<file path="src/rtl/ed25519_host_bridge.sv">
// Host-side bridge for the ed25519 core: serializes M/xp/yp into twelve 64-bit
// words and gathers the eight result words back into parallel xg/yg.
module ed25519_host_bridge #(
  parameter int TIMEOUT_CYCLES = 100000,
  parameter int CNT_W          = 17
) (
  input  logic         i_clk,
  input  logic         i_rst_n,
  input  logic         i_req_valid,
  output logic         o_req_ready,
  input  logic [254:0] i_m,
  input  logic [254:0] i_xp,
  input  logic [254:0] i_yp,
  output logic         o_core_in_valid,
  input  logic         i_core_in_ready,
  output logic [63:0]  o_core_in_data,
  input  logic         i_core_out_valid,
  output logic         o_core_out_ready,
  input  logic [63:0]  i_core_out_data,
  output logic         o_rsp_valid,
  input  logic         i_rsp_ready,
  output logic [254:0] o_xg,
  output logic [254:0] o_yg,
  output logic         o_timeout,
  output logic         o_busy
);

  typedef enum logic [1:0] {S_IDLE, S_SEND, S_RECV, S_RESP} state_t;

  localparam logic [CNT_W-1:0] TMO_LIMIT = CNT_W'(TIMEOUT_CYCLES);
  localparam logic [CNT_W-1:0] TMO_MAX   = '1;

  state_t         r_state;
  state_t         w_state_next;
  logic [764:0]   r_buf;
  logic [63:0]    r_in_data;
  logic           r_in_valid;
  logic [3:0]     r_cnt;
  logic [CNT_W-1:0] r_tmo;
  logic [254:0]   r_xg;
  logic [254:0]   r_yg;
  logic           r_timeout;

  logic           w_in_hs;
  logic           w_out_hs;
  logic [3:0]     w_next_idx;
  logic [63:0]    w_word_next;
  logic [764:0]   w_buf_shift;
  logic [CNT_W-1:0] w_tmo_inc;
  logic           w_tmo_hit;
  logic           w_req_ready;
  logic           w_out_ready;
  logic           w_rsp_valid;
  logic           w_busy;

  assign w_in_hs  = r_in_valid & i_core_in_ready;
  assign w_out_hs = (r_state == S_RECV) & i_core_out_valid;

  // Each operand's first word carries only 63 payload bits, so the buffer
  // shifts by 63 before a w0 and by 64 before every other word.
  assign w_next_idx  = r_cnt + 4'd1;
  assign w_word_next = (w_next_idx[1:0] == 2'd0) ? {1'b0, r_buf[764:702]} : r_buf[764:701];
  assign w_buf_shift = (w_next_idx[1:0] == 2'd0) ? (r_buf << 63) : (r_buf << 64);

  assign w_tmo_inc = (r_tmo == TMO_MAX) ? r_tmo : r_tmo + 1'b1;
  assign w_tmo_hit = (TIMEOUT_CYCLES != 0) && (w_tmo_inc >= TMO_LIMIT);

  always_ff @(posedge i_clk or negedge i_rst_n) begin
    if (!i_rst_n) begin
      r_state <= S_IDLE;
    end else begin
      r_state <= w_state_next;
    end
  end

  always_comb begin
    w_state_next = r_state;
    w_req_ready  = 1'b0;
    w_out_ready  = 1'b0;
    w_rsp_valid  = 1'b0;
    w_busy       = 1'b1;
    case (r_state)
      S_IDLE: begin
        w_req_ready = 1'b1;
        w_busy      = 1'b0;
        if (i_req_valid) w_state_next = S_SEND;
      end
      S_SEND: begin
        if (w_in_hs && (r_cnt == 4'd11)) w_state_next = S_RECV;
      end
      S_RECV: begin
        w_out_ready = 1'b1;
        if (w_out_hs) begin
          if (r_cnt == 4'd7) w_state_next = S_RESP;
        end else if (w_tmo_hit) begin
          w_state_next = S_RESP;
        end
      end
      S_RESP: begin
        w_rsp_valid = 1'b1;
        if (i_rsp_ready) w_state_next = S_IDLE;
      end
      default: w_state_next = S_IDLE;
    endcase
  end

  always_ff @(posedge i_clk or negedge i_rst_n) begin
    if (!i_rst_n) begin
      r_buf      <= '0;
      r_in_data  <= '0;
      r_in_valid <= 1'b0;
      r_cnt      <= '0;
      r_tmo      <= '0;
      r_xg       <= '0;
      r_yg       <= '0;
      r_timeout  <= 1'b0;
    end else begin
      case (r_state)
        S_IDLE: begin
          if (i_req_valid) begin
            r_buf      <= {i_m[191:0], i_xp, i_yp, 63'd0};
            r_in_data  <= {1'b0, i_m[254:192]};
            r_in_valid <= 1'b1;
            r_cnt      <= '0;
            r_tmo      <= '0;
            r_xg       <= '0;
            r_yg       <= '0;
            r_timeout  <= 1'b0;
          end
        end
        S_SEND: begin
          if (w_in_hs) begin
            if (r_cnt == 4'd11) begin
              r_in_valid <= 1'b0;
              r_in_data  <= '0;
              r_cnt      <= '0;
            end else begin
              r_cnt      <= w_next_idx;
              r_in_data  <= w_word_next;
              r_buf      <= w_buf_shift;
            end
          end
        end
        S_RECV: begin
          if (w_out_hs) begin
            r_tmo <= '0;
            r_cnt <= (r_cnt == 4'd7) ? 4'd0 : w_next_idx;
            // Words 0..3 land in xg, 4..7 in yg; bit 63 of each w0 is dropped.
            if (!r_cnt[2]) begin
              case (r_cnt[1:0])
                2'd0:    r_xg[254:192] <= i_core_out_data[62:0];
                2'd1:    r_xg[191:128] <= i_core_out_data;
                2'd2:    r_xg[127:64]  <= i_core_out_data;
                default: r_xg[63:0]    <= i_core_out_data;
              endcase
            end else begin
              case (r_cnt[1:0])
                2'd0:    r_yg[254:192] <= i_core_out_data[62:0];
                2'd1:    r_yg[191:128] <= i_core_out_data;
                2'd2:    r_yg[127:64]  <= i_core_out_data;
                default: r_yg[63:0]    <= i_core_out_data;
              endcase
            end
          end else begin
            r_tmo <= w_tmo_inc;
            if (w_tmo_hit) begin
              r_timeout <= 1'b1;
              r_cnt     <= '0;
            end
          end
        end
        default: begin
        end
      endcase
    end
  end

  assign o_req_ready      = w_req_ready;
  assign o_core_in_valid  = r_in_valid;
  assign o_core_in_data   = r_in_data;
  assign o_core_out_ready = w_out_ready;
  assign o_rsp_valid      = w_rsp_valid;
  assign o_xg             = r_xg;
  assign o_yg             = r_yg;
  assign o_timeout        = r_timeout;
  assign o_busy           = w_busy;

endmodule

</file>
<file path="config.mk">
export PLATFORM = sky130hd
export DESIGN_NAME = ed25519_host_bridge
export DESIGN_NICKNAME = d
export VERILOG_FILES = /design/src/rtl/ed25519_host_bridge.sv
export SDC_FILE = /design/constraint.sdc
export NUM_CORES = 2
export LEC_CHECK = 0
export BUFFER_PORTS_ARGS = -buffer_cell sky130_fd_sc_hd__buf_2
export CAP_MARGIN = 20
export CELL_PAD_IN_SITES_DETAIL_PLACEMENT = 0
export CELL_PAD_IN_SITES_GLOBAL_PLACEMENT = 1
export CORE_AREA = 2 2 550 552
export CTS_CLUSTER_SIZE = 12
export DETAILED_ROUTE_END_ITERATION = 10
export DIE_AREA = 0 0 552 554
export GPL_TIMING_DRIVEN = 0
export HOLD_SLACK_MARGIN = 0.15
export PLACE_DENSITY_LB_ADDON = 0.1
export SLEW_MARGIN = 5
export SYNTH_ARGS = -nofsm -noshare
export SYNTH_HDL_FRONTEND = slang
export SYNTH_SLANG_ARGS = --single-unit
</file>
<file path="constraint.sdc">
create_clock -name i_clk -period 5.3 [get_ports i_clk]
set_input_delay 1.06 -clock i_clk [delete_from_list [all_inputs] [get_ports i_clk]]
set_output_delay 1.06 -clock i_clk [all_outputs]
set_load 0.01 [all_outputs]
</file>
### Word level (Yosys, flattened, before mapping)

Cells that the tools add are included.

* logic and storage cells: 119
* bits in registers: 1364
* output and inout port bits: 580
* input bits: 835

* eq/ne operators: 25
* reduce and logical (&&, ||, !) cells: 23
* magnitude comparators: 1
* $add $sub $neg: 2
* multiplexer cells: 51
* bitwise logic cells: 2

Operators with widths (number)
* 2-to-1 mux 765 bit: 4
* one-hot mux 765 bit (2 select lines): 1
* 2-to-1 mux 255 bit: 5
* one-hot mux 255 bit (2 select lines): 2
* 2-to-1 mux 64 bit: 7
* one-hot mux 64 bit (2 select lines): 1
* 2-to-1 mux 63 bit: 1
* 2-to-1 mux 17 bit: 3
* AND reduction 5 bit: 9
* one-hot mux 17 bit (2 select lines): 1
* 2-to-1 mux 4 bit: 6
* != test 2 bit (second input constant): 12
* adder 17 x 1 -> 17 bit (second input constant): 1
* == test 17 bit (second input constant): 1
* >= comparator 17 bit (second input constant): 1
* AND reduction 4 bit: 4
* 2-to-1 mux 2 bit: 6
* one-hot mux 4 bit (3 select lines): 1
* 2-to-1 mux 1 bit: 10
* one-hot mux 2 bit (4 select lines): 1
* == test 2 bit (second input constant): 3
* logical NOT 2 bit: 3
* != test 2 x 1 -> 1 bit (second input constant): 3
* adder 4 x 1 -> 4 bit (second input constant): 1
* 13 further kinds: 17

### Longest topological paths before layout

* depth after elaboration: 6
* mapped depth: 12

### Worst setup path after synthesis

No wires, ideal clock.

* path kind: input to register
* start point: in i_req_valid
* end point: reg r_yg[192] (netlist: o_yg[192])
* stages on the path: 6
* arrival time: 2500 ps
* path buffers: 2
* slack: 2667 ps
* data required time: 5167 ps
* cells stage by stage: mux2i_1 nor2_1 nand2_1 clkbuf_1 clkbuf_1 o21ai_0

* word-level cells in the longest chain between the ends: 2

Ends and longest elaborated chain
* start, declared: line 9 `input logic i_req_valid,`
* != test 2 bit (no line)
* AND reduction 5 bit (no line)
* end signal, assigned: line 158 `2'd0: r_yg[254:192] <= i_core_out_data[62:0];`
* end, declared: line 41 `logic [254:0] r_yg;`

No other way between the ends.
A chain may end at the register's enable or synchronous reset.

### Final worst setup path

* start point: reg r_state[0]
* end point: reg r_xg[223] (netlist: o_xg[223])

* word-level cells in the longest chain between the ends: 4

Ends and longest elaborated chain
* start, declared: line 33 `state_t r_state;`
* start signal, assigned: line 72 `r_state <= w_state_next;`
* == test 2 bit: line 57, 118
* bitwise AND 1 bit: line 57 `assign w_out_hs = (r_state == S_RECV) & i_core_out_valid;`
* != test 2 bit (no line)
* AND reduction 5 bit (no line)
* end signal, assigned: line 151 `2'd0: r_xg[254:192] <= i_core_out_data[62:0];`
* end, declared: line 40 `logic [254:0] r_xg;`

Several ways; a longest one is shown, not always the timed one.

==> metrics <==
Worst-Skew Late Latency 0.85 ns; CTS max path bufs 4; final non-filler cell total 12.6k; layout cells sized above 1 22.0%; post-synthesis cell type count 57; largest net degree at the start of global routing 141; DP HPWL 276000 um; CP startpoint kind flop; critical path's slowest cell clkbuf_1; die area 306000 um2; DRT Pass-1 Iters 6; min-delay src i_yp[26]; Via density 4.50; Placed Instances 12.1k; Worst Path Required 6.04 ns; nets 9190; Period Utilization, post-route 84.9%; Layout Skew 0.0408 ns; Post-Syn Area per Cell 9.06 um2; worst-path cell chain inv_1 -> ha_1 -> clkbuf_1 -> clkbuf_1 -> clkbuf_1 -> nand2_1 -> o21ai_0; Hold WC Path Type in -> reg; Root Driver clkbuf_16; total grt overflow 0; status complete, no violations; Tot GR Track Use 21.4%; Slew @ Worst Pin 1.17 ns; Main synth FF type dfrtp_1; Core Area 299000 um2; Hold Buf Count CTS 1; hold endpoint r_buf[89]; max frequency 0.222 GHz; final hold viol count 0; R2R setup slack 0.80 ns; most frequent cells in the layout buf_2, nand2_1, dfrtp_1, o21ai_0, a21oi_1; synthesized cell area 60900 um2; Fin Hold WS 0.419 ns; CP dominant cell by count clkbuf_1; Final min period 4.50 ns; starting density of the core 20.4%; Pins Over Slew Limit 0; I/O Pins 1415; Syn Inst Count 6721; Die X 552 um; unrepaired setup endpoints after global routing false; Clock Sinks 1301; initial DRC count 3108; Post-CTS Setup Bufs 0; synth warn 0; Layout area overhead 30.6%; initial antenna violation count 379; vias 56.5k; Num CTS Buffers 177; antenna-violating nets left 0; vias in the first global route 57.8k; Seq cells post-synth 1301; RR Startpoint r_state[0]; max-cap violation count 0; first-pass GRT wire length 465000 um; Hold Crit Depth 2; row cnt 201; Synth async-reset ratio 100%; DRC 0; Reg-to-Reg End o_xg[223]; post-layout util 26.6%; syn nets 7567; Pwr Total 52300 uW; Crit. End Element flop; CTS H-Tree Depth 4; total negative slack 0 ns; most common cell after layout, fill and taps aside buf_2; CTS tree built; largest fanout on the critical path 10; port buffer count 1414; area of the multi-input gates 26100 um2; register area 32600 um2; drt total wl 337000 um; WL/cell 26.8 um; R2R depth 7; clock slew at reported path FFs 0.06 ns; leak pwr 0.0347 uW; Data arrival, critical path 5.24 ns; Chip Height 554 um; Critical Path Max Stage Delay 0.84 ns; post-CTS sizing 0; # fillers 33.1k; EDFF count, synth 0; Setup CP Type reg -> reg; relative slew slack 22.2%; post-synthesis sequential area ratio 53.4%; PD cells 657 nW/um2; VDD IR max 0.297 mV; Final Setup Violations 0; GP Congestion 0.860
-- layer usage --
layer | wire length, um | track usage, % | vias up
li1 | - | - | 26500
met1 | 138000 | 25.7 | 27300
met2 | 160000 | 36.0 | 1757
met3 | 26400 | 7.20 | 775
met4 | 10500 | 6.24 | 214
met5 | 1330 | 0 | -
-- per-stage QoR --
stage	cell area, um2	worst slack, ns
floorplan	60900	2.67
global placement	72900	-29.07
detailed placement	73500	0.583
CTS	79100	0.601
global route	79400	0.522
finish	79500	0.798
-- worst max path at each step --
stage	start	end	slack (ns)	cells after the start
after floorplan	i_req_valid	o_yg[192]	2.67	6
after CTS	r_state[1]	r_buf[563]	0.60	10
final	r_state[0]	o_xg[223]	0.80	7
after global placement	i_rst_n	o_core_in_data[29]	-29.07	1
after global routing	r_state[0]	o_yg[161]	0.52	7
after detailed placement	i_rst_n	o_core_in_data[30]	0.58	6
-- kinds of logic (layout without fill, tap and decap cells) --
family                   count (synthesis)  count (layout)  synth area share, %
XOR/XNOR                                 2               2               0.0288
adder cells (fa/ha/maj)                 11              11                0.226
other                                    0             134                    0
multiplexers                           707             707                 11.6
AND/OR/NAND/NOR                       2026            2026                 12.8
flip-flops                            1301            1301                 53.4
AO/OA/AOI/OAI                         2111            2111                 18.2
buffers and inverters                  563            2320                 3.75
-- where the power goes --
| group | total, uW | switching, uW | internal (uW) | leakage (uW) |
|---|---|---|---|---|
| clock | 12000 | 4960 | 7000 | 0.00281 |
| combinational | 23400 | 16500 | 6840 | 0.0150 |
| sequential | 16900 | 2940 | 14000 | 0.0168 |
| total | 52300 | 24400 | 27800 | 0.0347 |
-- registers in the layout, summed over array words and instances, names as in the netlist --
register         flops
r_cnt                4
o_timeout            1
r_state              2
o_core_in_data      64
r_buf              702
o_xg               255
o_yg               255
r_tmo               17
o_core_in_valid      1
-- layout make-up --
cell class / instances / share of cell area [%]
clock buffers: 267 / 6.59
repair buffers: 1444 / 9.65
well taps: 3958 / 6.23
multi-input cells: 4857 / 32.8
clock inverters: 46 / 0.495
plain buffers: 550 / 2.82
inverters: 13 / 0.0613
flip-flops and latches: 1301 / 40.9
diodes: 134 / 0.422
-- Yosys cell counts (2+ instances only) --
cell / number / area (um2)
nand2_1: 1311 / 4920
dfrtp_1: 1301 / 32600
o21ai_0: 1239 / 6200
a21oi_1: 715 / 3580
mux2i_1: 704 / 7050
nor2_1: 664 / 2490
clkbuf_1: 393 / 1480
buf_2: 120 / 601
a22o_1: 64 / 561
a211oi_1: 63 / 473
buf_1: 33 / 124
inv_1: 12 / 45.0
ha_1: 11 / 138
nand3_1: 8 / 40.0
nand4_1: 6 / 37.5
nor3_1: 6 / 30.0
a31oi_1: 5 / 31.3
a21o_1: 4 / 30.0
nor4_1: 4 / 25.0
and3_1: 3 / 18.8
buf_4: 3 / 22.5
nor2b_1: 3 / 18.8
o311ai_0: 3 / 26.3
o31ai_1: 3 / 22.5
a32o_1: 2 / 20.0
and2_1: 2 / 12.5
and3_2: 2 / 15.0
mux2_4: 2 / 30.0
nand2_2: 2 / 12.5
nand2b_1: 2 / 12.5
nor4_2: 2 / 25.0
o21ai_1: 2 / 10.0
o2bb2ai_1: 2 / 17.5
xnor2_1: 2 / 17.5
-- critical path: cells and delay by family (launching register included) --
| kind | cells | cell delay, ns |
|---|---|---|
| buffers and inverters | 4 | 2.52 |
| and+or+nand+nor | 1 | 0.72 |
| DFF | 1 | 0.41 |
| adders and majority gates | 1 | 0.36 |
| AOI/OAI and AO/OA | 1 | 0.33 |
Note: power is estimated with default switching activity, not from simulation.
